===== src/rtl/ram_dma.sv =====
// ram_dma: sequencing initiator for an 8-bit RAM port.
// Runs FILL, COPY and SUM operations over a byte range without CPU help.
// Every RAM write strobe is framed by one cycle of stable address/data
// before and after it, because the RAM writes whenever its write input is high.
//
// Ports:
//   clock, reset       - system clock, synchronous active-high reset
//   start, op          - request and operation (00 FILL, 01 COPY, 10 SUM, 11 reserved)
//   src, dst, len      - source/fill start, copy destination, byte count 0..256
//   fill_value         - byte written by FILL
//   busy, done, error  - in progress, one-cycle completion pulse, reserved-op flag
//   result             - SUM result (modulo 256)
//   mem_address, mem_write, mem_write_data - RAM controls (registered)
//   mem_data           - RAM combinational read data
module ram_dma (
  input  logic       clock,
  input  logic       reset,
  input  logic       start,
  input  logic [1:0] op,
  input  logic [7:0] src,
  input  logic [7:0] dst,
  input  logic [8:0] len,
  input  logic [7:0] fill_value,
  output logic       busy,
  output logic       done,
  output logic       error,
  output logic [7:0] result,
  output logic [7:0] mem_address,
  input  logic [7:0] mem_data,
  output logic       mem_write,
  output logic [7:0] mem_write_data
);

  localparam int unsigned AW = 8;
  localparam int unsigned DW = 8;
  localparam int unsigned LW = 9;

  localparam logic [1:0] OP_FILL = 2'b00;
  localparam logic [1:0] OP_SUM  = 2'b10;
  localparam logic [1:0] OP_RSVD = 2'b11;

  typedef enum logic [2:0] {
    S_IDLE,
    S_READ,
    S_SETUP,
    S_WRITE,
    S_HOLD,
    S_FINISH
  } state_e;

  state_e        state_q, state_d;
  logic [1:0]    op_q, op_d;
  logic [AW-1:0] src_q, src_d;
  logic [AW-1:0] dst_q, dst_d;
  logic [LW-1:0] len_q, len_d;
  logic [LW-1:0] idx_q, idx_d;
  logic          busy_q, busy_d;
  logic          done_q, done_d;
  logic          error_q, error_d;
  logic [DW-1:0] result_q, result_d;
  logic [AW-1:0] addr_q, addr_d;
  logic          wr_q, wr_d;
  logic [DW-1:0] wdata_q, wdata_d;

  logic [LW-1:0] idx_nxt;
  logic          last;

  // State and output registers
  always_ff @(posedge clock) begin
    if (reset) begin
      state_q  <= S_IDLE;
      op_q     <= 2'b00;
      src_q    <= '0;
      dst_q    <= '0;
      len_q    <= '0;
      idx_q    <= '0;
      busy_q   <= 1'b0;
      done_q   <= 1'b0;
      error_q  <= 1'b0;
      result_q <= '0;
      addr_q   <= '0;
      wr_q     <= 1'b0;
      wdata_q  <= '0;
    end else begin
      state_q  <= state_d;
      op_q     <= op_d;
      src_q    <= src_d;
      dst_q    <= dst_d;
      len_q    <= len_d;
      idx_q    <= idx_d;
      busy_q   <= busy_d;
      done_q   <= done_d;
      error_q  <= error_d;
      result_q <= result_d;
      addr_q   <= addr_d;
      wr_q     <= wr_d;
      wdata_q  <= wdata_d;
    end
  end

  assign idx_nxt = idx_q + LW'(1);
  assign last    = (idx_nxt == len_q);

  // Next-state and next-output logic
  always_comb begin
    state_d  = state_q;
    op_d     = op_q;
    src_d    = src_q;
    dst_d    = dst_q;
    len_d    = len_q;
    idx_d    = idx_q;
    busy_d   = busy_q;
    done_d   = 1'b0;
    error_d  = error_q;
    result_d = result_q;
    addr_d   = addr_q;
    wr_d     = 1'b0;
    wdata_d  = wdata_q;

    unique case (state_q)
      S_IDLE: begin
        if (start) begin
          op_d     = op;
          src_d    = src;
          dst_d    = dst;
          len_d    = len;
          idx_d    = '0;
          busy_d   = 1'b1;
          error_d  = 1'b0;
          result_d = '0;
          if (op == OP_RSVD) begin
            error_d = 1'b1;
            done_d  = 1'b1;
            state_d = S_FINISH;
          end else if (len == LW'(0)) begin
            done_d  = 1'b1;
            state_d = S_FINISH;
          end else if (op == OP_FILL) begin
            // Fill byte rides in the write-data register for the whole run
            addr_d  = src;
            wdata_d = fill_value;
            state_d = S_SETUP;
          end else begin
            addr_d  = src;
            state_d = S_READ;
          end
        end
      end

      S_READ: begin
        if (op_q == OP_SUM) begin
          result_d = result_q + mem_data;
          if (last) begin
            done_d  = 1'b1;
            state_d = S_FINISH;
          end else begin
            idx_d  = idx_nxt;
            addr_d = src_q + AW'(idx_nxt);
          end
        end else begin
          // COPY: the write-data register doubles as the capture register
          addr_d  = dst_q + AW'(idx_q);
          wdata_d = mem_data;
          state_d = S_SETUP;
        end
      end

      S_SETUP: begin
        wr_d    = 1'b1;
        state_d = S_WRITE;
      end

      S_WRITE: begin
        state_d = S_HOLD;
      end

      S_HOLD: begin
        if (last) begin
          done_d  = 1'b1;
          state_d = S_FINISH;
        end else begin
          idx_d   = idx_nxt;
          addr_d  = src_q + AW'(idx_nxt);
          state_d = (op_q == OP_FILL) ? S_SETUP : S_READ;
        end
      end

      S_FINISH: begin
        busy_d  = 1'b0;
        state_d = S_IDLE;
      end

      default: begin
        state_d = S_IDLE;
      end
    endcase
  end

  assign busy           = busy_q;
  assign done           = done_q;
  assign error          = error_q;
  assign result         = result_q;
  assign mem_address    = addr_q;
  assign mem_write      = wr_q;
  assign mem_write_data = wdata_q;

endmodule

===== config.mk =====
export PLATFORM = sky130hd
export DESIGN_NAME = ram_dma
export DESIGN_NICKNAME = d
export VERILOG_FILES = /design/src/rtl/ram_dma.sv
export SDC_FILE = /design/constraint.sdc
export NUM_CORES = 1
export LEC_CHECK = 0
export BUFFER_PORTS_ARGS = -buffer_cell sky130_fd_sc_hd__buf_2
export CAP_MARGIN = 10
export CELL_PAD_IN_SITES_DETAIL_PLACEMENT = 0
export CELL_PAD_IN_SITES_GLOBAL_PLACEMENT = 2
export CORE_ASPECT_RATIO = 1.4
export CORE_MARGIN = 5
export CORE_UTILIZATION = 29
export CTS_CLUSTER_DIAMETER = 80
export DETAILED_ROUTE_END_ITERATION = 10
export PLACE_DENSITY = 0.78
export SYNTH_ARGS = -nofsm -noshare
export SYNTH_HDL_FRONTEND = slang
export SYNTH_SLANG_ARGS = --single-unit

===== constraint.sdc =====
create_clock -name clock -period 2.6 [get_ports clock]
set_input_delay 0.13 -clock clock [delete_from_list [all_inputs] [get_ports clock]]
set_output_delay 0.13 -clock clock [all_outputs]
set_load 0.01 [all_outputs]

==> results of run 1 <==
-- worst paths after layout --
check	endpoint	depth (start not counted)
max	mem_address[4]$_SDFFE_PP0P_	8
max reg2reg	mem_address[4]$_SDFFE_PP0P_	8
min	dst_q[1]$_SDFFE_PP0P_	3
min reg2reg	dst_q[5]$_SDFFE_PP0P_	2
-- area by class of cell --
type                            instances  area share
Multi-Input combinational cell        442       0.516
Sequential cell                        67       0.252
Timing Repair Buffer                  108       0.120
Tap cell                              189      0.0444
Clock buffer                           11      0.0437
Clock inverter                          5      0.0146
Inverter                               13     0.00916
-- worst register-to-register path, cell delays in order, from the launching register on --
cell and delay (ns):
dfxtp_1 0.34, ha_2 0.23, and3_2 0.26, xnor2_1 0.16, o2111ai_2 0.20, a2111o_1 0.50, nor2_2 0.19, nor4_1 0.07
or3_1 0.36
-- state kept, by name, summed over array words and instances (netlist names) --
register / cells
mem_write_data: 8
op_q: 2
len_q: 9
error: 1
mem_write: 1
mem_address: 8
busy: 1
state_q: 3
src_q: 8
idx_q: 9
dst_q: 8
result: 8
done: 1
-- layout by cell type (no fill, tap or decap), types with 3 or more instances in the layout --
master / count
nor3_1: 8
xor2_1: 9
dfxtp_1: 67
and3_2: 3
nor4_1: 3
clkbuf_16: 9
o21bai_1: 5
ha_1: 22
a211o_1: 9
nand3_1: 16
a21o_1: 7
nand3b_1: 7
nand2_1: 102
nand4b_1: 3
a311oi_1: 11
nand4_1: 7
o21ai_0: 24
or3_1: 3
a211oi_1: 3
xnor2_1: 20
nor2b_1: 6
nor2_1: 52
inv_1: 13
a21oi_1: 65
buf_4: 34
and3_1: 5
a31oi_1: 3
fa_1: 3
buf_2: 73
-- through the flow --
| step | utilization | cells | setup WS, ns | total power, mW | hold slack (ns) |
|---|---|---|---|---|---|
| 3_5_place_dp | 0.346 | 819 | 0.0388 | 2.13 | 0.379 |
| 3_3_place_gp | 0.346 | 819 | 0.140 | 2.12 | 0.375 |
| 6_report | 0.370 | 835 | 0.161 | 3.41 | 0.0352 |
| 5_1_grt | 0.370 | 835 | 0.0221 | 3.60 | 0.0317 |
| 2_1_floorplan | - | 553 | 0.124 | 1.76 | 0.266 |
| 4_1_cts | 0.367 | 835 | 0.0104 | 3.44 | 0.0248 |
-- cells by family (layout without fill, tap and decap cells) --
group                    after synthesis  in the layout
adder cells (fa/ha/maj)               26             26
multiplexers                           2              2
flip-flops                            67             67
buffers and inverters                 44            137
AND/OR/NAND/NOR                      236            236
AO/OA/AOI/OAI                        147            147
XOR/XNOR                              31             31
-- metal layers --
metal,global-route usage,vias to the layer above
met5,0,-
met4,0.0800,0
met3,0.0393,28
met2,0.301,88
met1,0.168,2030
li1,-,2127
-- power by group --
part | switching [mW] | internal [mW] | total, mW
Combinational | 0.531 | 0.358 | 0.889
Sequential | 0.0915 | 1.13 | 1.22
Clock | 0.459 | 0.837 | 1.30
Total | 1.08 | 2.33 | 3.41
-- timing repair --
| action | in CTS | in global routing |
|---|---|---|
| hold buffers | 0 | 0 |
| setup endpoints to repair | 0 | 13 |
| gates resized for setup | 0 | 9 |
==> results_dict.tcl, run 1 <==
set metrics [dict create \
    fmax_mhz 410 \
    critPathLaunchType "flip-flop" \
    crit_chain "ha_2 -> and3_2 -> xnor2_1 -> o2111ai_2 -> a2111o_1 -> nor2_2 -> nor4_1 -> or3_1" \
    synth_cells 553 \
    finalCritPeriodShare 0.938 \
    crit_type "reg2reg" \
    met2_length_um 7420 \
    synth-xor-area-share 0.0645 \
    slowest_delay_ns 0.50 \
    synth.most_common_cell "nand2_1" \
    clk_pin_slew_worst_paths_ns 0.05 \
    finalMaxSlewViolations 0 \
    vias 4273 \
    ff2ff_setup_slack_ns 0.16 \
    synth-simple-area-share 0.263 \
    synth_compound_area_frac 0.225 \
    root_buffer "clkbuf_16" \
    dpl.hpwl_um 10900 \
    fp.dieH_um 153 \
    num_rows 52 \
    avgSynthCellArea_um2 7.61 \
    worst_slew_pin_slew_ns 1.02 \
    drive_above_1_share 0.229 \
    routed-wl-met3_um 574 \
    ys.flop_type "dfxtp_1" \
    synth_fp_nets 625 \
    setup_viol 0 \
    diodes 0 \
    synth_top_family_by_area "simple AND/OR/NAND/NOR gates" \
    port-buffer-count 73 \
    synth_enable_flop_cells 0 \
    synth_top_cell_area_share 0.319 \
    viasPerCell 5.12 \
    syn2layout_area_growth_pct 26.5 \
    yosys_warnings 0 \
    crit_slowest_cell "a2111o_1" \
    max_cap_viol_count 0 \
    grt_pass1_vias 4375 \
    finalCriticalPeriod_ns 2.44 \
    drtIter0Drc 127 \
    path_buf_inv 0 \
    multi_input_comb_area_um2 2750 \
    stdcell_area_um2 5330 \
    synthMuxAreaShare 0.00476 \
    clkLatencyLatePin_ns 0.33 \
    drcViolationCount 0 \
    critical_path.top_delay_family "simple AND/OR/NAND/NOR gates" \
    hold_viol 0 \
    grt_antenna_before_repair 0 \
    nNetsFinal 713 \
    ys_seq_area_frac 0.319 \
    endpoint_kind "flip-flop" \
    clock_path_buffers 2 \
    outcome "complete, no violations" \
    cts.sinks 67 \
    fin_worst_skew_ns 0.00497 \
    ir_drop_mv 0.270 \
    hold_class "in2reg" \
    synth_area_um2 4210 \
    drtPass1Iterations 4 \
    grt-ovfl-total 0 \
    regArea_um2 1340 \
    fillers 1510 \
    die_area_um2 17100 \
    synth_area_leaders "dfxtp_1 (32%), nand2_1 (9.1%), a21oi_1 (7.7%)" \
    post_cts_buffers 0 \
    core_area_um2 14400 \
    yosysTopAreaCell "dfxtp_1" \
    async_reset_ff_frac 0 \
    p_per_area_nw_per_um2 640 \
    worstPathRequired_ns 2.81 \
    cp-startpoint "idx_q[1]$_SDFFE_PP0P_" \
    cts_tree "built" \
    worstPathMaxFanout 5 \
    rr_startpoint "idx_q[1]$_SDFFE_PP0P_" \
    cts_inserted_buffers 9 \
    setup_tns_ns 0 \
    wl_um 14000 \
    routedWlPerCell_um 16.8 \
    netlist_top_cells_count "nand2_1 (102), dfxtp_1 (67), a21oi_1 (65)" \
    htreeDepth 3 \
    cellLeakagePower_nw 2.30 \
    num_io_pins 74 \
    synthAdderAreaFrac 0.0826 \
    antenna_left 0 \
    top_layer "met4" \
    wl_met1_um 5400 \
    die_x_um 112 \
    rsz0062_at_grt "no" \
    finalWeightedCongestion 0.892 \
    ys_ff_latch 67 \
    grt.total_usage 0.162 \
    grt_max_degree 38 \
    slew_headroom 0.316 \
    critPathArrivalTime_ns 2.65 \
    min_from "dst[1]" \
    ys_types 58 \
    grt_pass1_wl_um 22200 \
    placed_area_um2 4970 \
    start_util 0.293 \
]
Power figures use the tool's default switching activity.
==> run 2, diff against run 1 <==
--- a/config.mk
+++ b/config.mk
@@ -10,11 +10,11 @@
 export CELL_PAD_IN_SITES_DETAIL_PLACEMENT = 0
 export CELL_PAD_IN_SITES_GLOBAL_PLACEMENT = 2
 export CORE_ASPECT_RATIO = 1.4
-export CORE_MARGIN = 5
-export CORE_UTILIZATION = 29
+export CORE_MARGIN = 2
+export CORE_UTILIZATION = 32
 export CTS_CLUSTER_DIAMETER = 80
 export DETAILED_ROUTE_END_ITERATION = 10
-export PLACE_DENSITY = 0.78
+export PLACE_DENSITY = 0.82
 export SYNTH_ARGS = -nofsm -noshare
 export SYNTH_HDL_FRONTEND = slang
 export SYNTH_SLANG_ARGS = --single-unit
==> constraint.sdc (replaced) <==
create_clock -name clock -period 2.56 [get_ports clock]
set_input_delay 0.128 -clock clock [delete_from_list [all_inputs] [get_ports clock]]
set_output_delay 0.128 -clock clock [all_outputs]
set_load 0.01 [all_outputs]
==> run 2 against run 1 <==
Register-to-register slack got worse by 0.05 ns. Critical endpoint is now mem_address[6]$_SDFFE_PP0P_. Count of clock-buffer cells in the layout rose by 1. Sequential power barely moved. Hold slack got worse by 0.0077 ns. Maximum frequency fell by 0.32%.
==> results_dict.tcl, run 2 (same netlist as run 1, synthesis figures left out) <==
set metrics [dict create \
    outcome "complete, no violations" \
    hold_class "in2reg" \
    rr_startpoint "idx_q[0]$_SDFFE_PP0P_" \
    drive_above_1_share 0.233 \
    fmax_mhz 409 \
    core_area_um2 12900 \
    worstPathMaxFanout 4 \
    cts.sinks 67 \
    final_cell_mix "nand2_1 (102), buf_2 (73), a21oi_1 (65), dfxtp_1 (64), nor2_1 (53)" \
    port-buffer-count 73 \
    grt_pass1_wl_um 21700 \
    r2r-end "mem_address[6]$_SDFFE_PP0P_" \
    setup_viol 0 \
    drtIter0Drc 170 \
    crit_path_frequent_cell "inv_1" \
    fp.dieH_um 140 \
    cts_inserted_buffers 9 \
    grt_pass1_vias 4257 \
    antenna_left 0 \
    finalCritPeriodShare 0.956 \
    max_cap_viol_count 0 \
    critPathLaunchType "flip-flop" \
    crit_chain "buf_4 -> inv_1 -> ha_1 -> inv_1 -> fa_1 -> nor2b_1 -> nor3_1 -> o21bai_1 -> mux2i_1 -> a22oi_1 -> o21ai_0 -> a21oi_1" \
    die_area_um2 14100 \
    ir_drop_mv 0.296 \
    vias 4282 \
    drtPass1Iterations 5 \
    num_rows 49 \
    setup_tns_ns 0 \
    viasPerCell 5.37 \
    grt-ovfl-total 0 \
    whs_path_depth 3 \
    ff2ff_setup_slack_ns 0.11 \
    drcViolationCount 0 \
    path_buf_inv 3 \
    nNetsFinal 712 \
    cellLeakagePower_nw 2.27 \
    htreeDepth 3 \
    grt_max_degree 38 \
    grt_antenna_before_repair 0 \
    worstPathRequired_ns 2.77 \
    grt.total_usage 0.197 \
    final_common_cell "nand2_1" \
    routedWlPerCell_um 17.0 \
    clk_pin_slew_worst_paths_ns 0.05 \
    start_util 0.327 \
    crit_slowest_cell "fa_1" \
    fin_worst_skew_ns 0.00561 \
    critical_path.top_delay_family "adder cells" \
    syn2layout_area_growth_pct 24.3 \
    cts_tree "built" \
    die_x_um 101 \
    slew_headroom 0.559 \
    r2r_cells 12 \
    hold_viol 0 \
    pre_cts_slack_ns 0.00132 \
    wl_um 13500 \
    diodes 0 \
    finalCriticalPeriod_ns 2.45 \
    clkLatencyLatePin_ns 0.34 \
    slowest_delay_ns 0.43 \
    crit_type "reg2reg" \
    holdPathEnd "dst_q[4]$_SDFFE_PP0P_" \
    clock_path_buffers 2 \
    min_from "dst[4]" \
    endpoint_kind "flip-flop" \
    critPathArrivalTime_ns 2.66 \
    num_io_pins 74 \
    worst_slew_pin_slew_ns 0.657 \
    top_regs "idx_q x9, len_q x9" \
    dpl.hpwl_um 10300 \
    finalWeightedCongestion 0.939 \
    root_buffer "clkbuf_16" \
    p_per_area_nw_per_um2 624 \
    finalWorstSetupSlack_ns 0.113 \
    finalMaxSlewViolations 0 \
    rsz0062_at_grt "no" \
]
-- run 2: metrics by stage --
step | cell area [µm²] | instances | util | power (mW) | hold WS, ns
after floorplan | 4210 | 553 | - | 1.79 | 0.264
after global placement | 4900 | 780 | 0.381 | 2.15 | 0.374
after detailed placement | 4900 | 780 | 0.381 | 2.16 | 0.375
after CTS | 5170 | 795 | 0.401 | 3.30 | 0.0204
after global routing | 5230 | 797 | 0.406 | 3.46 | 0.0345
final | 5230 | 797 | 0.406 | 3.27 | 0.0276
-- run 2: layout make-up --
cell class / count / area (µm²)
Clock buffer: 12 / 246
Clock inverter: 3 / 15.0
Fill cell: 1396 / 7640
Inverter: 13 / 48.8
Multi-Input combinational cell: 442 / 2750
Sequential cell: 67 / 1350
Tap cell: 153 / 191
Timing Repair Buffer: 107 / 637
-- run 2: how the worst max path moves through the flow --
stage | from | endpoint | slack [ns] | depth (start not counted)
3_5_place_dp | idx_q[1]$_SDFFE_PP0P_ | mem_address[7]$_SDFFE_PP0P_ | 0.001 | 11
2_1_floorplan | idx_q[0]$_SDFFE_PP0P_ | mem_address[1]$_SDFFE_PP0P_ | 0.08 | 8
3_3_place_gp | idx_q[0]$_SDFFE_PP0P_ | mem_address[4]$_SDFFE_PP0P_ | 0.1 | 8
4_1_cts | idx_q[1]$_SDFFE_PP0P_ | mem_address[4]$_SDFFE_PP0P_ | 0.02 | 8
5_1_grt | idx_q[1]$_SDFFE_PP0P_ | mem_address[4]$_SDFFE_PP0P_ | 0.02 | 11
6_report | idx_q[0]$_SDFFE_PP0P_ | mem_address[6]$_SDFFE_PP0P_ | 0.11 | 12
-- run 2: layer usage --
| metal | GRT usage | part of all wire | wire (µm) |
|---|---|---|---|
| met4 | 0.0697 | 0.016 | 211 |
| met3 | 0.0387 | 0.045 | 608 |
| met1 | 0.218 | 0.39 | 5330 |
| met2 | 0.365 | 0.55 | 7380 |
| met5 | 0 | 0 | 0 |
-- run 2: timing repair --
| action | 4_1_cts | 5_1_grt |
|---|---|---|
| pin swaps | 1 | 3 |
| endpoints found under the setup margin | 1 | 14 |
| cloned | 0 | 0 |
| setup buffers | 0 | 2 |
| resized for setup | 1 | 13 |
| hold buffers | 0 | 0 |
-- run 2: power by group --
part | leakage [nW] | switching [mW] | internal (mW)
combinational | 1.59 | 0.527 | 0.367
sequential | 0.549 | 0.0968 | 1.15
clock | 0.132 | 0.456 | 0.672
-- run 2: worst register-to-register path: stages (launching register included) --
cell and delay, ns:
dfxtp_2 0.34, buf_4 0.15, inv_1 0.07, ha_1 0.21, inv_1 0.07, fa_1 0.43
nor2b_1 0.23, nor3_1 0.09, o21bai_1 0.22, mux2i_1 0.21, a22oi_1 0.07, o21ai_0 0.16
a21oi_1 0.09
==> run 3, diff against run 2 <==
==> constraint.sdc (replaced) <==
create_clock -name clock -period 2.45 [get_ports clock]
set_input_delay 0.1225 -clock clock [delete_from_list [all_inputs] [get_ports clock]]
set_output_delay 0.1225 -clock clock [all_outputs]
set_load 0.01 [all_outputs]
==> run 3 against run 2 <==
Maximum frequency increased by 4.0%. Global-route usage decreased by 0.26 points. Count of clock-buffer cells in the layout increased by 1. Flip-flop and latch count unchanged. Die area unchanged. Critical path depth decreased by 3. Power increased by 8.7%. Cell area increased by 2.0%.
==> results_dict.tcl, run 3 (same netlist as run 1, synthesis figures left out) <==
set metrics [dict create \
    outcome "complete, no violations" \
    placed_area_um2 4950 \
    grt-ovfl-total 0 \
    port-buffer-count 73 \
    hold_class "in2reg" \
    start_util 0.327 \
    wl_um 13400 \
    antenna_left 0 \
    clkLatencyLatePin_ns 0.33 \
    num_io_pins 74 \
    critPathArrivalTime_ns 2.62 \
    drtPass1Iterations 4 \
    ir_drop_mv 0.373 \
    top_regs "idx_q x9, len_q x9" \
    worstPathRequired_ns 2.71 \
    diodes 0 \
    finalCritPeriodShare 0.960 \
    endpoint_kind "flip-flop" \
    holdPathEnd "dst_q[2]$_SDFFE_PP0P_" \
    dpl.hpwl_um 10600 \
    r2r_cells 9 \
    cellLeakagePower_nw 2.31 \
    crit_cells 9 \
    cts_inserted_buffers 9 \
    root_buffer "clkbuf_16" \
    core_area_um2 12900 \
    crit_type "reg2reg" \
    fin_util 0.414 \
    setup_viol 0 \
    worstPathMaxFanout 5 \
    routedWlPerCell_um 16.8 \
    critical_path.top_delay_family "simple AND/OR/NAND/NOR gates" \
    grt_pass1_vias 4340 \
    stdcell_area_um2 5340 \
    htreeDepth 3 \
    fillers 1342 \
    use_met1 0.193 \
    ctsHoldBuffers 0 \
    whs_path_depth 3 \
    final_cell_mix "nand2_1 (102), buf_2 (73), a21oi_1 (63), dfxtp_1 (61), nor2_1 (53)" \
    grt_use_met2 0.374 \
    finalMaxSlewViolations 0 \
    viasPerCell 5.39 \
    rsz0062_at_grt "no" \
    slowest_delay_ns 0.50 \
    fmax_mhz 425 \
    die_area_um2 14100 \
    slew_headroom 0.534 \
    syn2layout_area_growth_pct 26.8 \
    finalWeightedCongestion 0.836 \
    drive_above_1_share 0.252 \
    grt_most_used_layer "met2" \
    finalCriticalPeriod_ns 2.35 \
    worst_slew_pin_slew_ns 0.698 \
    crit_chain "ha_4 -> and3_2 -> and3_1 -> o22ai_2 -> a2111o_1 -> nor2_2 -> buf_4 -> or4_1 -> o211ai_2" \
    fin_worst_skew_ns 0.00521 \
    grt.met3_usage 0.0397 \
    p_per_area_nw_per_um2 666 \
    clock_path_buffers 2 \
    vias 4309 \
    final_common_cell "nand2_1" \
    drtIter0Drc 173 \
    cts.sinks 67 \
    hold_viol 0 \
    grt_max_degree 36 \
    cts_tree "built" \
    grt_pass1_wl_um 21300 \
    die_x_um 101 \
    min_from "dst[2]" \
    drcViolationCount 0 \
    post_cts_buffers 0 \
    num_rows 49 \
    rr_startpoint "idx_q[0]$_SDFFE_PP0P_" \
    path_buf_inv 1 \
    clk_pin_slew_worst_paths_ns 0.06 \
    r2r-end "mem_address[1]$_SDFFE_PP0P_" \
    fp.dieH_um 140 \
    nNetsFinal 714 \
    critPathLaunchType "flip-flop" \
    ff2ff_setup_slack_ns 0.1 \
    grt_antenna_before_repair 1 \
    grt.total_usage 0.194 \
    max_cap_viol_count 0 \
    crit_slowest_cell "or4_1" \
]
==> run 3: tightest hold or removal path: cells and delay by family <==
family,cells,cell delay [ns]
AND/OR/NAND/NOR,1,0.04
buffers and inverters,1,0.09
AO/OA/AOI/OAI,1,0.05
==> run 3: cell type report <==
class / count / area, µm² / share of cell area
clock inverter: 2 / 35.0 / 0.00657
tap: 153 / 191 / 0.0359
clock buffer: 13 / 260 / 0.0488
multi-input combinational: 442 / 2790 / 0.522
sequential: 67 / 1350 / 0.253
inverter: 13 / 48.8 / 0.00915
timing repair buffer: 109 / 664 / 0.125
==> run 3: repair_timing <==
action | in CTS | in global routing
resized for setup | 3 | 19
pin swaps | 0 | 6
setup endpoints to repair | 6 | 20
gates cloned | 0 | 0
==> run 3: per-stage QoR <==
stage | hold slack [ns] | TNS, ns | setup slack (ns) | instances | total power, mW
4_1_cts | 0.0160 | 0 | 0.00814 | 799 | 3.57
5_1_grt | 0.0300 | 0 | 0.00284 | 799 | 3.75
3_3_place_gp | 0.362 | 0 | 0.0682 | 784 | 2.25
6_report | 0.0236 | 0 | 0.0974 | 799 | 3.55
3_5_place_dp | 0.370 | -0.0317 | -0.0141 | 784 | 2.26
2_1_floorplan | 0.258 | 0 | 0.0635 | 553 | 1.87
==> run 3: worst max-delay path by stage <==
stage                                  end                   from  slack (ns)
2_1_floorplan  mem_address[1]$_SDFFE_PP0P_  idx_q[0]$_SDFFE_PP0P_        0.06
3_3_place_gp   mem_address[1]$_SDFFE_PP0P_  idx_q[3]$_SDFFE_PP0P_        0.07
3_5_place_dp   mem_address[1]$_SDFFE_PP0P_  idx_q[2]$_SDFFE_PP0P_       -0.01
4_1_cts        mem_address[1]$_SDFFE_PP0P_  idx_q[0]$_SDFFE_PP0P_       0.008
5_1_grt        mem_address[7]$_SDFFE_PP0P_  idx_q[0]$_SDFFE_PP0P_       0.003
6_report       mem_address[1]$_SDFFE_PP0P_  idx_q[0]$_SDFFE_PP0P_         0.1
==> run 3: power breakdown <==
part	switching, mW	leakage (nW)	internal (mW)
clock network	0.468	0.146	0.836
logic	0.549	1.61	0.391
registers	0.107	0.551	1.20
==> run 3: metal layers <==
layer | wire length (µm) | share of wire
met5 | 16 | 0.0012
met4 | 455 | 0.034
met3 | 561 | 0.042
met2 | 7370 | 0.55
met1 | 5040 | 0.38
